`config.mk`:
```
export PLATFORM = sky130hd
export DESIGN_NAME = ysyx_25060170_exu_ctrl
export DESIGN_NICKNAME = d
export VERILOG_FILES = /design/src/rtl/ysyx_25060170_pkg.sv /design/src/rtl/ysyx_25060170_timeout_cnt.sv /design/src/rtl/ysyx_25060170_exu_ctrl.sv
export SDC_FILE = /design/constraint.sdc
export NUM_CORES = 1
export LEC_CHECK = 0
export ABC_AREA = 1
export CORE_AREA = 2 2 131 133
export DETAILED_ROUTE_END_ITERATION = 12
export DIE_AREA = 0 0 133 135
export HOLD_SLACK_MARGIN = 0.05
export PLACE_DENSITY = 0.54
export SYNTH_ARGS = -nofsm -noshare
export SYNTH_HDL_FRONTEND = slang
export SYNTH_SLANG_ARGS = --single-unit
export TNS_END_PERCENT = 30
```
`constraint.sdc`:
```
create_clock -name clock -period 1.5 [get_ports clock]
set_input_delay 0.3 -clock clock [delete_from_list [all_inputs] [get_ports clock]]
set_output_delay 0.3 -clock clock [all_outputs]
set_load 0.01 [all_outputs]
```
`src/rtl/ysyx_25060170_pkg.sv`:
```
// Shared state encoding and constants for the ysyx_25060170 execute-control slice.
package ysyx_25060170_pkg;

   typedef enum logic [2:0] {
      FETCH_REQ  = 3'd0,
      FETCH_WAIT = 3'd1,
      EXEC       = 3'd2,
      MEM_REQ    = 3'd3,
      MEM_WAIT   = 3'd4,
      WB         = 3'd5,
      HALT       = 3'd6,
      ERR        = 3'd7
   } exu_state_t;

   localparam logic [31:0] DEFAULT_RESET_PC = 32'h8000_0000;
   localparam logic [31:0] INST_NOP         = 32'h0000_0013;

endpackage

```
`src/rtl/ysyx_25060170_timeout_cnt.sv`:
```
// 8-bit wait counter with clear/enable; expire marks the LIMIT-th consecutive enabled cycle.
module ysyx_25060170_timeout_cnt
   import ysyx_25060170_pkg::*;
#(
   parameter logic [7:0] LIMIT = 8'd255
) (
   input  logic clock,
   input  logic reset,
   input  logic clear,
   input  logic enable,
   output logic expire
);

   logic [7:0] count;

   always_ff @(posedge clock) begin
      if (reset || clear)
         count <= '0;
      else if (enable && count != LIMIT)
         count <= count + 8'd1;
   end

   // count holds the number of earlier enabled cycles, so LIMIT-1 means this is the last one
   always_comb begin
      expire = enable && (count == LIMIT - 8'd1);
   end

endmodule

```
`src/rtl/ysyx_25060170_exu_ctrl.sv`:
```
// Multi-cycle sequencer owning the architectural PC; optional counters via YSYX_25060170_PERF_EN.
module ysyx_25060170_exu_ctrl
   import ysyx_25060170_pkg::*;
#(
   parameter logic [31:0] RESET_PC    = DEFAULT_RESET_PC,
   parameter int unsigned MEM_TIMEOUT = 255
) (
   input  logic        clock,
   input  logic        reset,
   output logic        ifu_req_valid,
   input  logic        ifu_req_ready,
   output logic [31:0] ifu_req_addr,
   input  logic        ifu_rsp_valid,
   input  logic [31:0] ifu_rsp_inst,
   output logic [31:0] inst,
   input  logic        exu_is_jal,
   input  logic        exu_is_jalr,
   input  logic        is_mem,
   input  logic        is_ebreak,
   input  logic [31:0] jump_addr,
   output logic        lsu_req_valid,
   input  logic        lsu_req_ready,
   input  logic        lsu_rsp_valid,
   output logic        reg_wen,
   output logic [31:0] pc,
   output logic        halt,
   output logic        err
`ifdef YSYX_25060170_PERF_EN
   ,
   output logic [63:0] perf_cycles,
   output logic [63:0] perf_instret
`endif
);

   exu_state_t state, state_next;
   logic       tmo_clear, tmo_en, tmo_expire;

   ysyx_25060170_timeout_cnt #(
      .LIMIT (8'(MEM_TIMEOUT))
   ) u_timeout_cnt (
      .clock  (clock),
      .reset  (reset),
      .clear  (tmo_clear),
      .enable (tmo_en),
      .expire (tmo_expire)
   );

   always_ff @(posedge clock) begin
      if (reset)
         state <= FETCH_REQ;
      else
         state <= state_next;
   end

   always_comb begin
      state_next = state;
      case (state)
         FETCH_REQ:  if (ifu_req_ready) state_next = FETCH_WAIT;
         FETCH_WAIT: if (ifu_rsp_valid) state_next = EXEC;
                     else if (tmo_expire) state_next = ERR;
         EXEC:       if (is_ebreak) state_next = HALT;
                     else if (is_mem) state_next = MEM_REQ;
                     else state_next = WB;
         MEM_REQ:    if (lsu_req_ready) state_next = MEM_WAIT;
         MEM_WAIT:   if (lsu_rsp_valid) state_next = WB;
                     else if (tmo_expire) state_next = ERR;
         WB:         state_next = FETCH_REQ;
         default:    state_next = state;
      endcase
   end

   // Wait counter restarts whenever the state moves, so each wait phase gets a full window
   always_comb begin
      tmo_en    = (state == FETCH_WAIT) || (state == MEM_WAIT);
      tmo_clear = (state_next != state);
   end

   always_comb begin
      ifu_req_valid = (state == FETCH_REQ);
      ifu_req_addr  = pc;
      lsu_req_valid = (state == MEM_REQ);
      reg_wen       = (state == WB);
      halt          = (state == HALT);
      err           = (state == ERR);
   end

   always_ff @(posedge clock) begin
      if (reset) begin
         pc   <= RESET_PC;
         inst <= '0;
      end else begin
         if (state == FETCH_WAIT && ifu_rsp_valid)
            inst <= ifu_rsp_inst;
         if (state == WB)
            pc <= (exu_is_jal || exu_is_jalr) ? jump_addr : pc + 32'd4;
      end
   end

`ifdef YSYX_25060170_PERF_EN
   always_ff @(posedge clock) begin
      if (reset) begin
         perf_cycles  <= '0;
         perf_instret <= '0;
      end else if (state != HALT && state != ERR) begin
         perf_cycles <= perf_cycles + 64'd1;
         if (state == WB || (state == EXEC && is_ebreak))
            perf_instret <= perf_instret + 64'd1;
      end
   end
`else
   // Performance counters are not built in this configuration.
`endif

endmodule
```
---- Word level (Yosys, flattened, before mapping) ----
Index checks and enable logic that the tools add are counted.
cells by class
  add/sub/neg operators ................... 2
  mux-type cells .......................... 9
  equality and inequality tests ........... 10
  reduce and logical (&&, ||, !) cells .... 7
operator list
  kind                                                             number
  32-bit by 3-bit adder with 32-bit output, second input constant  1
  32-bit two-way mux                                               1
  3-bit two-way mux                                                7
  3-bit case mux with 6 select lines                               1
  3-bit == test, second input constant                             4
  8-bit by 1-bit adder with 8-bit output, second input constant    1
  8-bit == test, second input constant                             1
  8-bit inequality test, second input constant                     1
  3-bit by 2-bit == test with 1-bit output, second input constant  2
  3-bit by 1-bit == test with 1-bit output, second input constant  1
  1-bit logical AND                                                3
  3-bit zero test                                                  1
  1-bit logical OR                                                 3
  3-bit inequality test                                            1
storage, ports and cells
  register bits ........................... 75
  logic and storage cells ................. 32
  input port bits ......................... 74
  output and inout port bits .............. 101

---- Longest topological paths before layout ----
  depth in word-level cells ............... 8
  mapped depth ............................ 13
  depth with buffers taken out ............ 13

---- Hierarchy ----
From an unflattened synthesis, not the netlist that was laid out.
unflattened totals
  cells, all modules ...................... 688
  area, all modules ....................... 4461.8 µm²
modules (own cells, without submodules)
  module                     seq. area each (µm²)  area each (µm²)  times used  cells an instance
  ysyx_25060170_exu_ctrl     1341.3                4005.1           1           623
  ysyx_25060170_timeout_cnt  160.2                 456.7            1           65

---- Least setup slack after synthesis ----
OpenSTA, ideal clock, no wires.
  path kind ............................... register to register
  from .................................... register pc[2] (netlist: ifu_req_addr[2])
  to ...................................... register pc[20] (netlist: ifu_req_addr[20])
  stages on the path, launching flop included .. 9
  path buffers ............................ 0
  setup time .............................. 132 ps
  arrival time ............................ 1451 ps
  required time ........................... 1368 ps
  slack ................................... -83 ps
  clock period less this slack ............ 1583 ps
  path through ............................ dfxtp_1 ha_1 nand3_1 nor2_2 nand2_1 nor2_1 nand2_1 nand3_1 a21oi_1
between the ends
  cells in the longest elaborated chain, start to end .. 2
ends and longest elaborated chain
  item                                      RTL line                      RTL
  from (decl)                               ysyx_25060170_exu_ctrl.sv:25  output logic [31:0] pc,
  from (signal assigned)                    ysyx_25060170_exu_ctrl.sv:95  pc <= (exu_is_jal || exu_is_jalr) ? jump_addr : pc + 32'd4;
  32-bit by 3-bit adder with 32-bit output  ysyx_25060170_exu_ctrl.sv:95
  32-bit two-way mux                        ysyx_25060170_exu_ctrl.sv:95
No other way between the ends.
A chain may end at the register's enable or synchronous reset.

---- Final worst setup path ----
  from .................................... register pc[3] (netlist: ifu_req_addr[3])
  to ...................................... register pc[25] (netlist: ifu_req_addr[25])
Same word-level chain as after synthesis.

==> flow_metrics.py <==
metrics = {
    "status": {
        "status": "finished, violations left",
        "violations": "setup timing",
    },
    "route": {
        "routed-via-count": 4837,
        "top_layer_used": "met5",
        "drcViolationCount": 0,
        "met2RoutedLength_mm": 6.62,
        "detail_route.wirelength.met1_mm": 6.48,
        "vias_per_cell": 4.35,
        "avgRoutedWirePerCell_um": 13.0,
        "dr_wl_met3_mm": 1.16,
        "drt-total-wl_mm": 14.4,
        "detail_route.iter0.violations": 205,
        "antenna_violating_nets_post_route": 0,
        "dr.pass1.iters": 4,
    },
    "timing": {
        "setup_viol_count_final": 3,
        "post-route-min-period_ps": 1510,
        "final_min_period_over_clock_period_pct": 101,
        "max-slew-margin-rel_pct": 76.3,
        "holdWs_ps": 473,
        "finalHoldViolations": 0,
        "slew_violations": 0,
        "fin_worst_skew_ps": 8.43,
        "total_negative_setup_slacks_ps": -16.3,
        "transition_at_the_pin_with_the_smallest_max_transition_slack_ps": 355,
        "timing.fmax_ghz": 0.663,
        "setup_slack_ps": -8.79,
        "rsz0062_at_grt": "true",
    },
    "floorplan": {
        "core_um2": 16400,
        "die_w_um": 133,
        "floorplan.initialDensity_pct": 26.6,
        "pin_count": 175,
        "die_area_um2": 18000,
        "die-height_um": 135,
        "std_cell_rows": 47,
    },
    "cts": {
        "cts_num_sinks": 75,
        "clock_tree.root_cell": "clkbuf_16",
        "numCtsBuffers": 9,
        "cts_max_path_buffers": 2,
        "postCtsHoldBufs": 0,
        "insertion_delay_ps": 340,
        "clkSlewWorstSetupHoldPaths_ps": 60,
        "cts_tree": "built",
        "htree_levels": 3,
    },
    "synthesis": {
        "synthDominantCellAreaShare_pct": 34.5,
        "synth_async_sr_flop_share_pct": 0,
        "synth_sequential_area_ratio_pct": 34.5,
        "synth_instances": 668,
        "top_reg_cell_synth": "dfxtp_1",
        "synth-edff-count": 0,
        "synth.top_cells.by_area": "dfxtp_1 (34%), nor2_1 (14%), nand2_1 (13%)",
        "yosysUniqueCellTypes": 35,
        "synth.net_count": 745,
        "top_cells_by_instance_count_after_synthesis": "nor2_1 (158), nand2_1 (154), dfxtp_1 (75), o21ai_0 (51), inv_1 (38)",
        "yosys_warnings": 0,
        "syn_area_um2": 4360,
        "ys_ff_latch": 75,
        "synthMostInstantiatedCell": "nor2_1",
        "synth_top_area_cell": "dfxtp_1",
        "avgSynthCellArea_um2": 6.52,
    },
    "finish": {
        "layout.core_utilization_pct": 44.6,
        "post_layout_nonfiller_instances": 1113,
        "design_area_um2": 7320,
        "antenna_cells_inserted": 0,
        "register_area_um2": 1560,
        "post_route_cells_drive_above_1_share_pct": 25.2,
        "layout-area-overhead-vs-synth_pct": 68.1,
        "num-fill-cells": 1693,
        "total_area_of_multi_input_combinational_cells_um2": 2560,
        "finalNetCount": 965,
    },
    "power": {
        "static-leakage-power_nw": 3.23,
        "p_per_area_nw_per_um2": 818,
        "ir_worst_vdd_uv": 495,
    },
    "setup_path": {
        "endpoint_of_the_worst_register_to_register_path": "ifu_req_addr[25]",
        "setup.worst_path.start": "ifu_req_addr[3]",
        "rr_worst_depth": 12,
        "crit-reg2reg-launch": "ifu_req_addr[3]",
        "end_kind": "register",
        "regToRegSetupSlack_ps": -9,
        "critical_path_class": "register to register",
        "cp_max_fo": 4,
        "cp.arrival_ps": 1720,
        "critical_path_required_ps": 1710,
        "startpoint_type": "register",
    },
    "job": {
        "maxCapViolations": 0,
    },
    "hold_path": {
        "beginning_of_the_worst_hold_path": "inst[27]",
        "timing.hold.worst.class": "register to register",
        "holdPathStages": 2,
        "whs_endpoint": "inst[27]",
    },
    "global_routing": {
        "grt_pass1_vias": 4487,
        "number_of_antenna_violations_at_the_first_check_in_global_routing": 1,
        "grt_start_max_net_pins": 34,
        "grt_pass1_wl_mm": 22.7,
        "overflow": 0,
        "track_usage_pct": 15.9,
    },
    "placed_design": {
        "port_bufs": 174,
        "dpl.hpwl_mm": 10.7,
        "gp_congestion": 0.835,
        "cell_count_after_placement": 1087,
        "placed_area_um2": 6700,
    },
}
==> placed cells by master (no fill, tap or decap), types with 10 or more instances in the layout <==
cell type,count
dlygate4sd2_1,93
a21oi_1,29
nand2_1,145
nand3_1,24
buf_4,76
nor2_2,22
nand3b_1,10
clkdlybuf4s50_1,73
clkbuf_16,10
dfxtp_1,42
inv_1,31
o21ai_0,47
dfxtp_2,28
nor2_4,12
nand2_2,10
nor2_1,137
==> registers in the layout, indices dropped and copies added (netlist names) <==
signal               flops
ifu_req_addr            32
inst                    32
u_timeout_cnt.count      8
state                    3
==> worst max path at each step <==
stage | depth (start not counted) | to
finish | 12 | ifu_req_addr[25]
global route | 10 | u_timeout_cnt.count[6]
CTS | 1 | ifu_req_addr[24]
detailed placement | 7 | ifu_req_addr[12]
global placement | 7 | ifu_req_addr[12]
floorplan | 10 | ifu_req_addr[28]
==> worst max-delay path: stages, from the launching register on <==
cell and delay, ps:
dfxtp_2 340, buf_6 110, nand2_1 50, nor2_2 160, nand2_2 120, buf_4 160, buf_4 120, inv_1 60
nand2_1 50, nand2_1 50, nand3_1 60, nand2_1 60, a21oi_1 50
==> area by class of cell <==
class / instances / area share (%)
Sequential cell: 75 / 21.2
Clock inverter: 6 / 1.56
Multi-Input combinational cell: 495 / 35.0
Timing Repair Buffer: 265 / 33.0
Clock buffer: 10 / 3.13
Tap cell: 220 / 3.76
Inverter: 42 / 2.27
==> metrics by stage <==
step | power, mW | worst slack (ps)
floorplan | 2.78 | 26.1
global placement | 3.45 | -338
detailed placement | 3.45 | -344
CTS | 5.93 | -96.0
global route | 6.29 | -125
finish | 5.99 | -8.79
==> kinds of logic after synthesis <==
kind of cell	after synthesis	share of synthesized area, %
XOR/XNOR	15	3.02
AO/OA/AOI/OAI	96	12.1
buffers and inverters	98	12.1
flip-flops	75	34.5
AND/OR/NAND/NOR	381	37.5
adder cells (fa/ha/maj)	3	0.862
==> layer usage <==
metal	track usage [%]	up-vias
met2	25.3	140
met5	0	-
met4	5.20	2
li1	-	2532
met1	20.2	2151
met3	5.33	12
==> repair_timing <==
action | 4_1_cts | 5_1_grt
setup endpoints to repair | 152 | 72
buffers inserted | 0 | 9
cloned | 0 | 1
pin swaps | 2 | 32
resized for setup | 155 | 80
endpoints found under the hold margin | 0 | 0
==> power breakdown <==
group	internal, mW	total (mW)	switching, mW	leakage, nW
combinational	0.643	1.27	0.623	2.45
sequential	2.10	2.18	0.0764	0.625
clock	1.63	2.54	0.911	0.159
total	4.38	5.99	1.61	3.23
(Power assumes the default switching activity.)
